`config.mk`:
```
export PLATFORM = sky130hd
export DESIGN_NAME = parity_rx
export DESIGN_NICKNAME = d
export VERILOG_FILES = /design/src/rtl/parity_rx_pkg.sv /design/src/rtl/parity_rx_bit_timer.sv /design/src/rtl/parity_rx.sv
export SDC_FILE = /design/constraint.sdc
export NUM_CORES = 1
export LEC_CHECK = 0
export CAP_MARGIN = 20
export CORE_MARGIN = 1
export CORE_UTILIZATION = 50
export DETAILED_ROUTE_END_ITERATION = 10
export PLACE_DENSITY_LB_ADDON = 0.05
export SYNTH_ARGS = -nofsm -noshare
export SYNTH_HDL_FRONTEND = slang
export SYNTH_HIERARCHICAL = 1
export SYNTH_SLANG_ARGS = --single-unit
```
`constraint.sdc`:
```
create_clock -name CLK -period 1.75 [get_ports CLK]
set_input_delay 0.35 -clock CLK [delete_from_list [all_inputs] [get_ports CLK]]
set_output_delay 0.35 -clock CLK [all_outputs]
set_load 0.03 [all_outputs]
```
`src/rtl/parity_rx_pkg.sv`:
```
// rtl/parity_rx_pkg.sv - shared state encodings and default frame constants for the parity link
package parity_rx_pkg;

    // Default frame shape, shared with the matching transmitter
    localparam int DEF_CLKS_PER_BIT = 4;
    localparam int DEF_DATA_BITS    = 8;
    localparam bit DEF_ODD_PARITY   = 1'b0;

    // Receiver states; encodings are fixed so other tools can decode them
    typedef enum logic [2:0] {
        ST_IDLE   = 3'd0,
        ST_START  = 3'd1,
        ST_DATA   = 3'd2,
        ST_PARITY = 3'd3,
        ST_STOP   = 3'd4
    } rx_state_t;

endpackage

```
`src/rtl/parity_rx_bit_timer.sv`:
```
// rtl/parity_rx_bit_timer.sv - free-running bit timer with one sample strobe per wrap
module parity_rx_bit_timer #(
    parameter int CLKS_PER_BIT = 4
) (
    input  logic CLK,
    input  logic RESET,
    input  logic CLR,
    output logic TICK
);

    localparam int            CW   = $clog2(CLKS_PER_BIT);
    localparam logic [CW-1:0] LAST = CW'(CLKS_PER_BIT - 1);
    // Clearing presets to half a bit so the first strobe lands mid start bit
    localparam logic [CW-1:0] HALF = CW'(CLKS_PER_BIT / 2);

    logic [CW-1:0] cnt;

    // Count up, wrap at the last cycle of a bit, preset to half a bit on clear
    always_ff @(posedge CLK) begin
        if (RESET) begin
            cnt <= '0;
        end else if (CLR) begin
            cnt <= HALF;
        end else if (cnt == LAST) begin
            cnt <= '0;
        end else begin
            cnt <= cnt + CW'(1);
        end
    end

    assign TICK = (cnt == LAST);

endmodule

```
`src/rtl/parity_rx.sv`:
```
// rtl/parity_rx.sv - serial frame receiver with parity and framing checks
module parity_rx
    import parity_rx_pkg::*;
#(
    parameter int CLKS_PER_BIT = DEF_CLKS_PER_BIT,
    parameter int DATA_BITS    = DEF_DATA_BITS,
    parameter bit ODD_PARITY   = DEF_ODD_PARITY
) (
    input  logic                 CLK,
    input  logic                 RESET,
    input  logic                 RX,
    output logic [DATA_BITS-1:0] DATA_OUT,
    output logic                 VALID,
    output logic                 PAR_ERR,
    output logic                 FRAME_ERR,
    output logic                 BUSY
);

    localparam int            IW       = $clog2(DATA_BITS) + 1;
    localparam logic [IW-1:0] LAST_IDX = IW'(DATA_BITS - 1);

    rx_state_t            state;
    rx_state_t            state_next;
    logic                 sync1;
    logic                 rxs;
    logic                 tick;
    logic                 timer_clr;
    logic                 clr_idx;
    logic                 load_bit;
    logic                 load_par;
    logic                 load_stop;
    logic                 finish;
    logic [IW-1:0]        idx;
    logic [DATA_BITS-1:0] shift;
    logic [DATA_BITS-1:0] shift_next;
    logic                 pbit;
    logic                 stop_bit;
    logic                 stop_seen;

    parity_rx_bit_timer #(
        .CLKS_PER_BIT(CLKS_PER_BIT)
    ) u_bit_timer (
        .CLK  (CLK),
        .RESET(RESET),
        .CLR  (timer_clr),
        .TICK (tick)
    );

    // Two-flop synchronizer; resets to the idle line level so reset never looks like a start bit
    always_ff @(posedge CLK) begin
        if (RESET) begin
            sync1 <= 1'b1;
            rxs   <= 1'b1;
        end else begin
            sync1 <= RX;
            rxs   <= sync1;
        end
    end

    // State register
    always_ff @(posedge CLK) begin
        if (RESET) begin
            state <= ST_IDLE;
        end else begin
            state <= state_next;
        end
    end

    // Next state and per-cycle datapath strobes; sampling happens only on timer strobes
    always_comb begin
        state_next = state;
        timer_clr  = 1'b0;
        clr_idx    = 1'b0;
        load_bit   = 1'b0;
        load_par   = 1'b0;
        load_stop  = 1'b0;
        finish     = 1'b0;
        // Data arrives LSB first, so shifting in from the top leaves bit 0 in place after the last bit
        shift_next                = shift >> 1;
        shift_next[DATA_BITS-1]   = rxs;
        case (state)
            ST_IDLE: begin
                timer_clr = 1'b1;
                if (!rxs) begin
                    state_next = ST_START;
                end
            end
            ST_START: begin
                if (tick) begin
                    if (rxs) begin
                        state_next = ST_IDLE;
                    end else begin
                        state_next = ST_DATA;
                        clr_idx    = 1'b1;
                    end
                end
            end
            ST_DATA: begin
                if (tick) begin
                    load_bit = 1'b1;
                    if (idx == LAST_IDX) begin
                        state_next = ST_PARITY;
                    end
                end
            end
            ST_PARITY: begin
                if (tick) begin
                    load_par   = 1'b1;
                    state_next = ST_STOP;
                end
            end
            ST_STOP: begin
                // Report one cycle after the stop sample, then go straight back to IDLE
                // regardless of the stop level so a held-low line re-triggers
                if (stop_seen) begin
                    finish     = 1'b1;
                    state_next = ST_IDLE;
                end else if (tick) begin
                    load_stop = 1'b1;
                end
            end
            default: begin
                state_next = ST_IDLE;
            end
        endcase
    end

    // Shift register, bit index, captured parity/stop bits and frame result outputs
    always_ff @(posedge CLK) begin
        if (RESET) begin
            idx       <= '0;
            shift     <= '0;
            pbit      <= 1'b0;
            stop_bit  <= 1'b0;
            stop_seen <= 1'b0;
            DATA_OUT  <= '0;
            VALID     <= 1'b0;
            PAR_ERR   <= 1'b0;
            FRAME_ERR <= 1'b0;
        end else begin
            VALID     <= finish;
            stop_seen <= load_stop;
            if (clr_idx) begin
                idx <= '0;
            end else if (load_bit) begin
                idx <= idx + IW'(1);
            end
            if (load_bit) begin
                shift <= shift_next;
            end
            if (load_par) begin
                pbit <= rxs;
            end
            if (load_stop) begin
                stop_bit <= rxs;
            end
            if (finish) begin
                DATA_OUT  <= shift;
                PAR_ERR   <= ((^shift) ^ pbit) != ODD_PARITY;
                FRAME_ERR <= ~stop_bit;
            end
        end
    end

    assign BUSY = (state != ST_IDLE);

endmodule

```
==> results_dict.tcl <==
set metrics [dict create \
    synth_top_area_share_pct 48.3 \
    power_density_nw_per_um2 835 \
    cp_data_arrival_time_ns 1.32 \
    outcome "finished, final reports clean" \
    coreArea_um2 2520 \
    ys_ff_latch 33 \
    ys_top_cells_by_count "nand2_1 (39), dfxtp_1 (33), a21oi_1 (21), nor2_1 (11), inv_1 (5)" \
    clock_tree.buffer_depth 2 \
    period_minus_slack_ns 1.67 \
    cts_max_level 2 \
    route.detailed.drc 0 \
    holdPathStages 1 \
    insertedDiodeCount 0 \
    synth_flop_cell "dfxtp_1" \
    dr.pass1.iters 4 \
    pre_cts_slack_ns 0.196 \
    period_share_pct 95.6 \
    synth_most_common_cell "nand2_1" \
    crit_path_cell_trace "clkdlybuf4s50_1" \
    rsz0062_at_grt "false" \
    yosysSeqAreaShare_pct 48.3 \
    antenna_found_initial 0 \
    fmax_ghz 0.598 \
    clk_latency_ns 0.33 \
    rows 18 \
    postCtsSetupBuffers 0 \
    ios 15 \
    vias 1098 \
    cp_slowest_cell "clkdlybuf4s50_1" \
    worst-slew-pin-transition_ns 0.471 \
    nFillCells 223 \
    drtIter0Drc 19 \
    slew_viol_final 0 \
    synth_edf_count 0 \
    routedWlPerCell_um 12.4 \
    routed_wirelength_um 2600 \
    chipHeight_um 54.3 \
    fin_ws_ns 0.0766 \
    ir_drop_mv 0.987 \
    syn_inst 158 \
    synthTopCellsByArea "dfxtp_1 (48%), nand2_1 (11%), a21oi_1 (7.7%)" \
    async_flop_share_pct 0 \
    grt_max_degree 13 \
    critPathRequiredTime_ns 1.40 \
    gp_congestion 0.761 \
    worst_path_largest_cell_delay_ns 0.66 \
    dieArea_um2 2950 \
    hp-class "reg -> reg" \
    fin_tns_setup_ns 0 \
    hpwl_um 1820 \
    ys_types 35 \
    synth_nets 163 \
    synthesis.area_um2 1370 \
    critPathTopFamily "buffers and inverters" \
    hold_viol_final 0 \
    cts_root_buf "clkbuf_4" \
    cts_tree "yes" \
    nets 183 \
    setup_viol 0 \
    start_kind "flip-flop" \
    final_core_util_pct 66.4 \
    place.port_buffers 14 \
    initial_utilization_pct 54.3 \
    path_max_fanout 1 \
    slew_headroom_pct 68.2 \
    reg2reg_depth 5 \
    grt_pass1_wl_um 4130 \
    grt_remaining_overflow 0 \
    syn_to_final_growth_pct 22.4 \
    drive_gt1_share_pct 12.3 \
    fp.dieW_um 54.3 \
    cts_num_sinks 33 \
    yosys_warnings 6 \
    ant_nets 0 \
    path_buf_inv 1 \
    grt_use_total_pct 20.6 \
    fin_worst_skew_ns 0.00602 \
    synth_top_area_cell "dfxtp_1" \
    leakage_uw 0.000801 \
    path_depth 1 \
    synth_area_per_cell_um2 8.66 \
    drv_cap 0 \
    path_clk_slew_ns 0.10 \
    end_kind "primary output" \
    grt_pass1_vias 925 \
    via_per_inst 5.25 \
    critPathKind "reg -> out" \
    numCtsBuffers 5 \
]
registers in the layout, indices dropped and copies added, names as in the netlist, 2 cells and up:
name             cells
DATA_OUT             8
shift                8
idx                  4
state                3
u_bit_timer/cnt      2
path summary, 6_finish.rpt:
| kind | to | start | slack (ns) |
|---|---|---|---|
| min reg2reg | rxs | sync1 | 0.42 |
| max reg2reg | shift[3] | u_bit_timer/cnt[0] | 0.23 |
| max | VALID | VALID | 0.08 |
| min | rxs | sync1 | 0.42 |
metal layers:
layer	wire length [um]	part of all wire [%]	global-route usage [%]	vias to the layer above
met5	0	0	0	-
met4	35	1.3	8.97	0
met3	97	3.7	8.33	5
met2	1160	45	27.2	15
met1	1310	50	28.7	507
li1	-	-	-	571
cells in the final DEF (no fill, tap or decap), types with 2 or more instances in the layout:
cell	netlist	routed
inv_1	5	5
dfxtp_1	33	33
buf_4	2	8
xnor2_1	4	4
xor2_1	4	4
nor2_1	11	11
nand2_1	39	39
dlymetal6s2s_1	0	10
or2_2	2	2
clkdlybuf4s50_1	0	3
nand4_1	2	2
clkbuf_4	0	5
o21ai_0	2	2
ha_1	2	2
a21oi_1	21	21
nand3_1	3	3
power breakdown:
group | switching (uW) | internal, uW | total (uW)
Sequential | 3.67 | 756 | 760
Clock | 247 | 341 | 589
Combinational | 28.2 | 22.7 | 50.8
logic make-up (layout without fill, tap and decap cells):
| family | after synthesis | in the layout | synth area share, % |
|---|---|---|---|
| compound gates | 31 | 31 | 13.3 |
| xor+xnor | 9 | 9 | 6.76 |
| fa+ha+maj | 2 | 2 | 1.83 |
| buf+inv | 14 | 35 | 4.66 |
| flops | 33 | 33 | 48.3 |
| mux | 1 | 1 | 0.731 |
| simple gates | 68 | 68 | 24.5 |
cell type report:
class                   instances  area (um^2)  share of cell area [%]
flip-flops and latches         33          661                    39.4
clock inverters                 1         30.0                    1.79
well taps                      30         37.5                    2.24
clock buffers                   7         55.1                    3.29
inverters                       5         18.8                    1.12
repair buffers                 22          224                    13.4
multi-input cells             111          649                    38.8
through the flow:
step | hold WS, ns | cell area, um^2 | std cells | total power, uW
global route | 0.454 | 1680 | 209 | 1460
floorplan | 0.389 | 1370 | 158 | 809
global placement | 0.391 | 1560 | 201 | 827
finish | 0.419 | 1680 | 209 | 1400
CTS | 0.423 | 1650 | 209 | 1420
detailed placement | 0.401 | 1560 | 201 | 829
what timing repair did:
item,in CTS,in global routing
resized for setup,1,11
hold buffers,0,0
endpoints found under the setup margin,1,11
Note: power is estimated with default switching activity, not from simulation.
